==> src/rtl/apb_master_seq_pkg.sv <==
`default_nettype none
// ============================================================================
// Module      : apb_master_pkg
// Description : Shared widths, FSM state encoding and helpers for the
//               APB3 requester sequencer.
// Revision    : 1.0 - initial release
// ============================================================================
package apb_master_pkg;

    localparam int APB_ADDR_W = 32;
    localparam int APB_DATA_W = 32;

    // Requester transfer phases
    typedef enum logic [1:0] {
        ST_IDLE   = 2'd0,
        ST_SETUP  = 2'd1,
        ST_ACCESS = 2'd2,
        ST_RESP   = 2'd3
    } apb_state_e;

    // APB transfers are word-sized; any set low address bit is rejected
    function automatic logic addr_misaligned(input logic [APB_ADDR_W-1:0] addr);
        return (addr[1:0] != 2'b00);
    endfunction

endpackage
`default_nettype wire

==> src/rtl/apb_master_seq_if.sv <==
`default_nettype none
// ============================================================================
// Module      : apb_master_seq_if
// Description : Command/response handshake and APB3 bus signals of the
//               requester sequencer. "master" is the requester view,
//               "slave" is the view of everything around it.
// Revision    : 1.0 - initial release
// ============================================================================
interface apb_master_seq_if;
    import apb_master_pkg::*;

    // command port
    logic                  cmd_valid;
    logic                  cmd_ready;
    logic                  cmd_write;
    logic [APB_ADDR_W-1:0] cmd_addr;
    logic [APB_DATA_W-1:0] cmd_wdata;

    // response port
    logic                  rsp_valid;
    logic                  rsp_ready;
    logic [APB_DATA_W-1:0] rsp_rdata;
    logic                  rsp_err;
    logic                  rsp_timeout;

    // APB3 bus
    logic                  M_PSEL;
    logic                  M_PENABLE;
    logic                  M_PWRITE;
    logic [APB_ADDR_W-1:0] M_PADDR;
    logic [APB_DATA_W-1:0] M_PWDATA;
    logic                  M_PREADY;
    logic                  M_PSLVERR;
    logic [APB_DATA_W-1:0] M_PRDATA;

    modport master (
        input  cmd_valid, cmd_write, cmd_addr, cmd_wdata, rsp_ready,
               M_PREADY, M_PSLVERR, M_PRDATA,
        output cmd_ready, rsp_valid, rsp_rdata, rsp_err, rsp_timeout,
               M_PSEL, M_PENABLE, M_PWRITE, M_PADDR, M_PWDATA
    );

    modport slave (
        output cmd_valid, cmd_write, cmd_addr, cmd_wdata, rsp_ready,
               M_PREADY, M_PSLVERR, M_PRDATA,
        input  cmd_ready, rsp_valid, rsp_rdata, rsp_err, rsp_timeout,
               M_PSEL, M_PENABLE, M_PWRITE, M_PADDR, M_PWDATA
    );

endinterface
`default_nettype wire

==> src/rtl/apb_master_seq_timeout_cnt.sv <==
`default_nettype none
// ============================================================================
// Module      : apb_timeout_cnt
// Description : ACCESS-phase wait-state counter. expire_o flags the cycle in
//               which one more stalled cycle would reach TIMEOUT_CYCLES.
//               TIMEOUT_CYCLES = 0 removes the counter entirely.
// Revision    : 1.0 - initial release
// ============================================================================
module apb_timeout_cnt #(
    parameter int TIMEOUT_CYCLES = 256
) (
    input  wire logic clk_i,
    input  wire logic rst_i,
    input  wire logic clear_i,
    input  wire logic enable_i,
    output logic      expire_o
);

    generate
        if (TIMEOUT_CYCLES > 0) begin : g_enabled
            localparam int CNT_W = $clog2(TIMEOUT_CYCLES + 1);
            localparam logic [CNT_W-1:0] C_LAST = CNT_W'(TIMEOUT_CYCLES - 1);

            logic [CNT_W-1:0] cnt_q;
            logic [CNT_W-1:0] cnt_d;
            logic             w_expire;

            // Counter already holds TIMEOUT_CYCLES-1 stalls: this stall is the last allowed
            assign w_expire = enable_i && (cnt_q == C_LAST);
            assign expire_o = w_expire;

            // Next count: clear wins, saturate once expired
            always_comb begin
                cnt_d = cnt_q;
                if (clear_i) begin
                    cnt_d = '0;
                end else if (enable_i && !w_expire) begin
                    cnt_d = cnt_q + 1'b1;
                end
            end

            // Count register
            always_ff @(posedge clk_i or posedge rst_i) begin
                if (rst_i) begin
                    cnt_q <= '0;
                end else begin
                    cnt_q <= cnt_d;
                end
            end
        end else begin : g_disabled
            logic w_unused;
            assign w_unused = &{1'b0, clk_i, rst_i, clear_i, enable_i};
            assign expire_o = 1'b0;
        end
    endgenerate

endmodule
`default_nettype wire

==> src/rtl/apb_master_seq.sv <==
`default_nettype none
// ============================================================================
// Module      : apb_master_seq
// Description : APB3 requester. Takes one command at a time, runs the
//               SETUP/ACCESS phases, returns data/error on a held response
//               port. Stalled completers are aborted after TIMEOUT_CYCLES.
// Revision    : 1.0 - initial release
// ============================================================================
module apb_master_seq
    import apb_master_pkg::*;
#(
    parameter int                    TIMEOUT_CYCLES = 256,
    parameter logic [APB_ADDR_W-1:0] ADDR_BASE      = 32'h0000_0000
) (
    input  wire logic         S_CLK,
    input  wire logic         S_RST,
    apb_master_seq_if.master  bus
);

    apb_state_e            state_q,       state_d;
    logic                  cmd_ready_q,   cmd_ready_d;
    logic                  rsp_valid_q,   rsp_valid_d;
    logic [APB_DATA_W-1:0] rsp_rdata_q,   rsp_rdata_d;
    logic                  rsp_err_q,     rsp_err_d;
    logic                  rsp_timeout_q, rsp_timeout_d;
    logic                  psel_q,        psel_d;
    logic                  penable_q,     penable_d;
    logic                  pwrite_q,      pwrite_d;
    logic [APB_ADDR_W-1:0] paddr_q,       paddr_d;
    logic [APB_DATA_W-1:0] pwdata_q,      pwdata_d;

    logic w_cnt_clear;
    logic w_cnt_en;
    logic w_expire;

    // Stall counter only runs while ACCESS waits on PREADY
    assign w_cnt_en = (state_q == ST_ACCESS) && !bus.M_PREADY;

    apb_timeout_cnt #(
        .TIMEOUT_CYCLES (TIMEOUT_CYCLES)
    ) u_timeout_cnt (
        .clk_i    (S_CLK),
        .rst_i    (S_RST),
        .clear_i  (w_cnt_clear),
        .enable_i (w_cnt_en),
        .expire_o (w_expire)
    );

    // Next state and next values of every registered output
    always_comb begin
        state_d       = state_q;
        cmd_ready_d   = cmd_ready_q;
        rsp_valid_d   = rsp_valid_q;
        rsp_rdata_d   = rsp_rdata_q;
        rsp_err_d     = rsp_err_q;
        rsp_timeout_d = rsp_timeout_q;
        psel_d        = psel_q;
        penable_d     = penable_q;
        pwrite_d      = pwrite_q;
        paddr_d       = paddr_q;
        pwdata_d      = pwdata_q;
        w_cnt_clear   = 1'b0;

        unique case (state_q)
            ST_IDLE: begin
                if (bus.cmd_valid) begin
                    cmd_ready_d = 1'b0;
                    if (addr_misaligned(bus.cmd_addr)) begin
                        // Rejected locally; the bus never sees this command
                        state_d       = ST_RESP;
                        rsp_valid_d   = 1'b1;
                        rsp_err_d     = 1'b1;
                        rsp_timeout_d = 1'b0;
                        rsp_rdata_d   = '0;
                    end else begin
                        state_d     = ST_SETUP;
                        psel_d      = 1'b1;
                        penable_d   = 1'b0;
                        pwrite_d    = bus.cmd_write;
                        paddr_d     = bus.cmd_addr + ADDR_BASE;
                        pwdata_d    = bus.cmd_write ? bus.cmd_wdata : '0;
                        w_cnt_clear = 1'b1;
                    end
                end
            end

            ST_SETUP: begin
                state_d   = ST_ACCESS;
                penable_d = 1'b1;
            end

            ST_ACCESS: begin
                // A completing PREADY takes priority over an expiring counter
                if (bus.M_PREADY) begin
                    state_d       = ST_RESP;
                    psel_d        = 1'b0;
                    penable_d     = 1'b0;
                    rsp_valid_d   = 1'b1;
                    rsp_err_d     = bus.M_PSLVERR;
                    rsp_timeout_d = 1'b0;
                    rsp_rdata_d   = (!pwrite_q && !bus.M_PSLVERR) ? bus.M_PRDATA : '0;
                end else if (w_expire) begin
                    state_d       = ST_RESP;
                    psel_d        = 1'b0;
                    penable_d     = 1'b0;
                    rsp_valid_d   = 1'b1;
                    rsp_err_d     = 1'b1;
                    rsp_timeout_d = 1'b1;
                    rsp_rdata_d   = '0;
                end
            end

            ST_RESP: begin
                if (bus.rsp_ready) begin
                    state_d     = ST_IDLE;
                    rsp_valid_d = 1'b0;
                    cmd_ready_d = 1'b1;
                end
            end

            default: begin
                state_d = ST_IDLE;
            end
        endcase
    end

    // State and output registers; reset drops the bus and any pending response at once
    always_ff @(posedge S_CLK or posedge S_RST) begin
        if (S_RST) begin
            state_q       <= ST_IDLE;
            cmd_ready_q   <= 1'b1;
            rsp_valid_q   <= 1'b0;
            rsp_rdata_q   <= '0;
            rsp_err_q     <= 1'b0;
            rsp_timeout_q <= 1'b0;
            psel_q        <= 1'b0;
            penable_q     <= 1'b0;
            pwrite_q      <= 1'b0;
            paddr_q       <= '0;
            pwdata_q      <= '0;
        end else begin
            state_q       <= state_d;
            cmd_ready_q   <= cmd_ready_d;
            rsp_valid_q   <= rsp_valid_d;
            rsp_rdata_q   <= rsp_rdata_d;
            rsp_err_q     <= rsp_err_d;
            rsp_timeout_q <= rsp_timeout_d;
            psel_q        <= psel_d;
            penable_q     <= penable_d;
            pwrite_q      <= pwrite_d;
            paddr_q       <= paddr_d;
            pwdata_q      <= pwdata_d;
        end
    end

    assign bus.cmd_ready   = cmd_ready_q;
    assign bus.rsp_valid   = rsp_valid_q;
    assign bus.rsp_rdata   = rsp_rdata_q;
    assign bus.rsp_err     = rsp_err_q;
    assign bus.rsp_timeout = rsp_timeout_q;
    assign bus.M_PSEL      = psel_q;
    assign bus.M_PENABLE   = penable_q;
    assign bus.M_PWRITE    = pwrite_q;
    assign bus.M_PADDR     = paddr_q;
    assign bus.M_PWDATA    = pwdata_q;

endmodule
`default_nettype wire
==> src/flat_wrapper.sv <==
// flat-port wrapper written by rule: the top's interface ports become plain ports
module apb_master_seq_flat import apb_master_pkg::*;
#(
    parameter int                    TIMEOUT_CYCLES = 256,
    parameter logic [APB_ADDR_W-1:0] ADDR_BASE      = 32'h0000_0000
)
  (S_CLK, S_RST, bus_cmd_valid, bus_cmd_write, bus_cmd_addr, bus_cmd_wdata, bus_rsp_ready, bus_M_PREADY, bus_M_PSLVERR, bus_M_PRDATA, bus_cmd_ready, bus_rsp_valid, bus_rsp_rdata, bus_rsp_err, bus_rsp_timeout, bus_M_PSEL, bus_M_PENABLE, bus_M_PWRITE, bus_M_PADDR, bus_M_PWDATA);
  apb_master_seq_if bus_i ();
  input  wire logic S_CLK;
  input  wire logic S_RST;
  input wire logic [$bits(bus_i.cmd_valid)-1:0] bus_cmd_valid;
  input wire logic [$bits(bus_i.cmd_write)-1:0] bus_cmd_write;
  input wire logic [$bits(bus_i.cmd_addr)-1:0] bus_cmd_addr;
  input wire logic [$bits(bus_i.cmd_wdata)-1:0] bus_cmd_wdata;
  input wire logic [$bits(bus_i.rsp_ready)-1:0] bus_rsp_ready;
  input wire logic [$bits(bus_i.M_PREADY)-1:0] bus_M_PREADY;
  input wire logic [$bits(bus_i.M_PSLVERR)-1:0] bus_M_PSLVERR;
  input wire logic [$bits(bus_i.M_PRDATA)-1:0] bus_M_PRDATA;
  output wire logic [$bits(bus_i.cmd_ready)-1:0] bus_cmd_ready;
  output wire logic [$bits(bus_i.rsp_valid)-1:0] bus_rsp_valid;
  output wire logic [$bits(bus_i.rsp_rdata)-1:0] bus_rsp_rdata;
  output wire logic [$bits(bus_i.rsp_err)-1:0] bus_rsp_err;
  output wire logic [$bits(bus_i.rsp_timeout)-1:0] bus_rsp_timeout;
  output wire logic [$bits(bus_i.M_PSEL)-1:0] bus_M_PSEL;
  output wire logic [$bits(bus_i.M_PENABLE)-1:0] bus_M_PENABLE;
  output wire logic [$bits(bus_i.M_PWRITE)-1:0] bus_M_PWRITE;
  output wire logic [$bits(bus_i.M_PADDR)-1:0] bus_M_PADDR;
  output wire logic [$bits(bus_i.M_PWDATA)-1:0] bus_M_PWDATA;
  assign bus_i.cmd_valid = bus_cmd_valid;
  assign bus_i.cmd_write = bus_cmd_write;
  assign bus_i.cmd_addr = bus_cmd_addr;
  assign bus_i.cmd_wdata = bus_cmd_wdata;
  assign bus_i.rsp_ready = bus_rsp_ready;
  assign bus_i.M_PREADY = bus_M_PREADY;
  assign bus_i.M_PSLVERR = bus_M_PSLVERR;
  assign bus_i.M_PRDATA = bus_M_PRDATA;
  assign bus_cmd_ready = bus_i.cmd_ready;
  assign bus_rsp_valid = bus_i.rsp_valid;
  assign bus_rsp_rdata = bus_i.rsp_rdata;
  assign bus_rsp_err = bus_i.rsp_err;
  assign bus_rsp_timeout = bus_i.rsp_timeout;
  assign bus_M_PSEL = bus_i.M_PSEL;
  assign bus_M_PENABLE = bus_i.M_PENABLE;
  assign bus_M_PWRITE = bus_i.M_PWRITE;
  assign bus_M_PADDR = bus_i.M_PADDR;
  assign bus_M_PWDATA = bus_i.M_PWDATA;
  apb_master_seq #(.TIMEOUT_CYCLES(TIMEOUT_CYCLES), .ADDR_BASE(ADDR_BASE)) u_core (.S_CLK(S_CLK), .S_RST(S_RST), .bus(bus_i));
endmodule
==> config.mk <==
export PLATFORM = sky130hd
export DESIGN_NAME = apb_master_seq_flat
export DESIGN_NICKNAME = d
export VERILOG_FILES = /design/src/rtl/apb_master_seq_pkg.sv /design/src/rtl/apb_master_seq_if.sv /design/src/rtl/apb_master_seq_timeout_cnt.sv /design/src/rtl/apb_master_seq.sv /design/src/flat_wrapper.sv
export SDC_FILE = /design/constraint.sdc
export NUM_CORES = 1
export LEC_CHECK = 0
export ABC_AREA = 1
export CAP_MARGIN = 5
export CELL_PAD_IN_SITES_DETAIL_PLACEMENT = 0
export CELL_PAD_IN_SITES_GLOBAL_PLACEMENT = 1
export CORE_MARGIN = 5
export CORE_UTILIZATION = 28
export DETAILED_ROUTE_END_ITERATION = 8
export PLACE_DENSITY_LB_ADDON = 0.1
export SYNTH_ARGS = -nofsm -noshare
export SYNTH_HDL_FRONTEND = slang
export SYNTH_SLANG_ARGS = --single-unit
==> constraint.sdc <==
create_clock -name S_CLK -period 3.1 [get_ports S_CLK]
set_clock_uncertainty 0.1 [all_clocks]
set_input_delay 0.31 -clock S_CLK [delete_from_list [all_inputs] [get_ports S_CLK]]
set_output_delay 0.31 -clock S_CLK [all_outputs]
set_load 0.01 [all_outputs]
After elaboration in Yosys (flattened, before gate mapping)

Cells that the tools add are included.

Flip-flop bits (word level): 114
Input bits: 103
Logic and storage cells: 86

Add/subtract/negate cells: 1
Reduce and logical (&&, ||, !) cells: 22
Eq/ne operators: 9
Bitwise gates (word level): 1
Muxes and demuxes: 41

Operators with widths:

| kind                  | count |
|---|---|
| $mux W32              | 6 |
| $pmux W32 S2          | 1 |
| $mux W1               | 20 |
| $mux W9               | 2 |
| $reduce_and A4 Y1     | 3 |
| $mux W2               | 5 |
| $add A9 B1 Y9 const B | 1 |
| $eq A9 B8 Y1 const B  | 1 |
| $reduce_and A3 Y1     | 3 |
| $pmux W1 S2           | 4 |
| $pmux W2 S4           | 1 |
| $reduce_bool A2 Y1    | 4 |
| $ne A2 B2 Y1 const B  | 3 |
| $pmux W1 S3           | 2 |
| $reduce_bool A3 Y1    | 2 |
| $reduce_and A5 Y1     | 1 |
| $eq A2 B2 Y1 const B  | 2 |
| $logic_and A1 B1 Y1   | 4 |
| $logic_not A1 Y1      | 4 |
| $ne A3 B3 Y1 const B  | 1 |
| $eq A2 B1 Y1 const B  | 1 |
| $logic_not A2 Y1      | 1 |
| $ne A2 B1 Y1 const B  | 1 |
| $not A1 Y1            | 1 |

Depth between registers and ports, before layout

Word-level depth: 7
Gate-level depth with buffers: 13
Mapped depth without buffers: 11

Modules after synthesis

A second synthesis with hierarchy kept.

Cell total of the unflattened synthesis: 625
Area total of the unflattened synthesis: 5,109.9 µm²

Modules (own cells, without submodules):

| module          | area each (µm²) | instances | cells an instance | sequential area each (µm²) |
|---|---|---|---|---|
| apb_master_seq  | 4,589.4         | 1         | 559               | 2,628.8 |
| apb_timeout_cnt | 520.5           | 1         | 66                | 225.2 |

Worst setup path after synthesis

OpenSTA, ideal clock, no wires.

Path type: register -> register
Start: register u_core.u_timeout_cnt.g_enabled.cnt_q[0]
End: register u_core.rsp_rdata_q[17], in the netlist u_core.bus.rsp_rdata[17]
Cell stages (with the launch flop): 14
Setup time: 0.130 ns
Setup slack: 1.042 ns
Arrival: 1.828 ns
Clock period less this slack: 2.058 ns
Cells stage by stage: dfrtp_1 -> ha_1 -> nand2_1 -> nor4_1 -> ha_1 -> inv_2 -> nand3_4 -> nand2_1 -> inv_2 -> nand2_2 -> buf_6 -> buf_6 -> nand2_1 -> o21ai_1

Longest elaborated chain between the ends: 4

RTL lines:

| what                        | line                             | text |
|---|---|---|
| start, declared             | apb_master_seq_timeout_cnt.sv:24 | `logic [CNT_W-1:0] cnt_q;` |
| start signal, assigned      | apb_master_seq_timeout_cnt.sv:47 | `cnt_q <= cnt_d;` |
| $eq A9 B8 Y1                | apb_master_seq_timeout_cnt.sv:29 | `assign w_expire = enable_i && (cnt_q == C_LAST);` |
| $logic_and A1 B1 Y1         | apb_master_seq_timeout_cnt.sv:29 |  |
| $ne A3 B3 Y1 (no line)      | n/a                              |  |
| $reduce_and A4 Y1 (no line) | n/a                              |  |
| end signal, assigned        | apb_master_seq.sv:145            | `rsp_rdata_q <= rsp_rdata_d;` |
| end, declared               | apb_master_seq.sv:23             | `logic [APB_DATA_W-1:0] rsp_rdata_q, rsp_rdata_d;` |

Every way passes these cells.
A chain may end at the register's enable or synchronous reset.

Final worst setup path

Start: register u_core.u_timeout_cnt.g_enabled.cnt_q[0]
End: register u_core.rsp_rdata_q[13], in the netlist u_core.bus.rsp_rdata[13]

The elaborated chain is that of the path after synthesis.

==> results.py <==
metrics = {
    "logic_synthesis": {
        "synth_edf_count": 0,
        "yosysUniqueCellTypes": 23,
        "netlist_instances": 557,
        "syn_avg_cell_area_sq_um": 8.82,
        "synth_ff_type": "dfrtp_1",
        "synth.area.top_cells": "dfrtp_1 58%, nand2_1 17%, nand3_1 4.3%",
        "yosysTopAreaCell": "dfrtp_1",
        "yosysSeqAreaShare_pct": 58.1,
        "synth_area_sq_um": 4910,
        "yosysTopAreaCellShare_pct": 57.6,
        "ys_ff_latch": 114,
        "synthArstFlopShare_pct": 100,
        "synthesis.nets": 667,
        "ys.warnings.count": 0,
    },
    "clock_network": {
        "clock_sinks": 114,
        "ctsResizeCount": 0,
        "post-cts-setup-buffers": 0,
        "cts_made_buffers": 17,
        "clock_path_buffers": 2,
        "cts_tree": "built",
        "root_buffer": "clkbuf_16",
        "ctsHtreeMaxLevel": 4,
        "cts_hold_buffers": 0,
        "clock_latency_ns": 0.41,
        "clkSlewWorstSetupHoldPaths_ns": 0.05,
    },
    "grt": {
        "grt_pass1_vias": 4610,
        "antenna_found_initial": 0,
        "grt_max_degree": 115,
        "track_usage_pct": 15.2,
        "grt_pass1_wl_um": 24400,
        "grt_remaining_overflow": 0,
    },
    "drt": {
        "drt_iter0_drc": 196,
        "detail-route-antenna-nets": 0,
        "drc": 0,
        "routed_wirelength_um": 15100,
        "num_vias": 4428,
        "vias_per_cell": 4.47,
        "first_pass_iters": 4,
        "avgRoutedWirePerCell_um": 15.2,
    },
    "place": {
        "dpl_worst_slack_ns": 0.684,
        "io_buffer_count": 205,
        "dp_hpwl_um": 9890,
        "gp_congestion": 0.738,
    },
    "cells_and_area": {
        "layout_common_cells": "229 x nand2_1, 205 x clkdlybuf4s50_1, 113 x dfrtp_1",
        "antenna_cells": 0,
        "utilization_pct": 45.0,
        "final_common_cell": "nand2_1",
        "syn2layout_area_growth_pct": 57.7,
        "layout-drive-gt1-share_pct": 7.44,
        "fin_nets": 863,
    },
    "setup_path": {
        "worstPathArrival_ns": 2.60,
        "path_class": "reg2reg",
        "critPathMaxFanout": 67,
        "crit_path_start_kind": "flop",
        "crit_required_ns": 3.27,
        "endpoint_kind": "flop",
    },
    "sta": {
        "drv_slew": 0,
        "hold-worst-slack_ns": 0.326,
        "setup_tns_ns": 0,
        "fin_crit_sh_pct": 78.5,
        "finalWorstSetupSlack_ns": 0.667,
        "hold_violations": 0,
        "fin_crit_ns": 2.43,
        "finalSetupViolCount": 0,
        "grt_setup_unrepaired": "false",
        "max_freq_mhz": 411,
        "worst_pin_slew_ns": 1.12,
        "slew-limit-headroom_pct": 25.4,
    },
    "status": {
        "status": "finished clean",
    },
    "run": {
        "maxCapViolations": 0,
    },
    "pwr": {
        "p_leak_nw": 3.56,
        "power.total_mw": 7.16,
        "powerDensity_nw_per_um2": 924,
        "ir_drop_mv": 0.393,
    },
    "floorplanning": {
        "die_h_um": 142,
        "rows": 48,
        "die_w_um": 142,
        "start_util_pct": 28.5,
        "core-area_sq_um": 17200,
        "ios": 206,
        "die_area_sq_um": 20300,
    },
    "worst_hold_path": {
        "hold_class": "in2async",
    },
}
## where the power goes
| part | internal, mW | switching (mW) | total, mW |
|---|---|---|---|
| clock | 1.44 | 0.712 | 2.15 |
| combinational | 1.27 | 1.40 | 2.67 |
| sequential | 2.03 | 0.308 | 2.34 |
## registers in the layout, summed over array words and instances, names as in the netlist, 2 cells and up
name	count
u_core.state_q	2
u_core.bus.M_PWDATA	32
u_core.bus.rsp_rdata	32
u_core.bus.M_PADDR	32
u_core.u_timeout_cnt.g_enabled.cnt_q	9
## critical path, cell delays in order, from the launching register on
cell and delay [ns]:
dfrtp_1 0.39, ha_1 0.22, nand2_1 0.09, nor4_1 0.26
ha_1 0.28, inv_2 0.06, nand3_4 0.12, nand2_1 0.08
inv_2 0.09, nand2_2 0.04, buf_4 0.31, nand2_1 0.13
o21ai_1 0.07
## metrics by stage
| stage | area (sq um) | instances |
|---|---|---|
| 6_report | 7750 | 991 |
| 5_1_grt | 7750 | 991 |
| 4_1_cts | 7750 | 991 |
| 3_5_place_dp | 7100 | 959 |
| 3_3_place_gp | 7100 | 959 |
| 2_1_floorplan | 4920 | 557 |
## metal layers
metal | share of wire, % | up-vias | global-route usage, %
li1 | - | 2199 | -
met1 | 44 | 2027 | 19.5
met2 | 42 | 179 | 21.9
met3 | 12 | 23 | 7.43
met4 | 2.0 | 0 | 6.30
met5 | 0 | - | 0
## final cells by class
type / instances / area (sq um)
flip-flops and latches: 114 / 2850
multi-input cells: 385 / 1760
well taps: 225 / 282
clock buffers: 18 / 439
fillers: 1635 / 9490
inverters: 23 / 90.1
repair buffers: 212 / 2120
clock inverters: 14 / 211
## path summary, 6_finish.rpt
check / from / to / slack [ns] / depth (start not counted)
max: u_core.u_timeout_cnt.g_enabled.cnt_q[0] / u_core.bus.rsp_rdata[13] / 0.67 / 12
min: S_RST / u_core.bus.rsp_rdata[17] / 0.33 / 3
max reg2reg: u_core.u_timeout_cnt.g_enabled.cnt_q[0] / u_core.bus.rsp_rdata[13] / 0.67 / 12
min reg2reg: u_core.bus.M_PADDR[1] / u_core.bus.M_PADDR[1] / 0.37 / 2
max in group asynchronous: S_RST / u_core.bus.M_PWDATA[25] / 2.11 / 3
min in group S_CLK: bus_cmd_addr[5] / u_core.bus.M_PADDR[5] / 0.33 / 3
## cells by family (layout without fill, tap and decap cells)
group / Yosys count / count (layout) / synth area share, %
and+or+nand+nor: 330 / 330 / 28.7
DFF: 114 / 114 / 58.1
buffers and inverters: 58 / 267 / 6.27
AOI/OAI and AO/OA: 48 / 48 / 5.20
adders and majority gates: 7 / 7 / 1.78
## synth_stat cells, types with 3 or more instances
cell type,n
a21oi_1,6
buf_2,13
buf_6,9
clkbuf_1,10
dfrtp_1,113
ha_1,7
inv_1,18
inv_2,5
nand2_1,229
nand3_1,42
nand4_1,32
nor2_1,19
nor2_2,3
o21ai_0,8
o21ai_1,30
o21ai_2,4
Power figures use the tool's default switching activity.
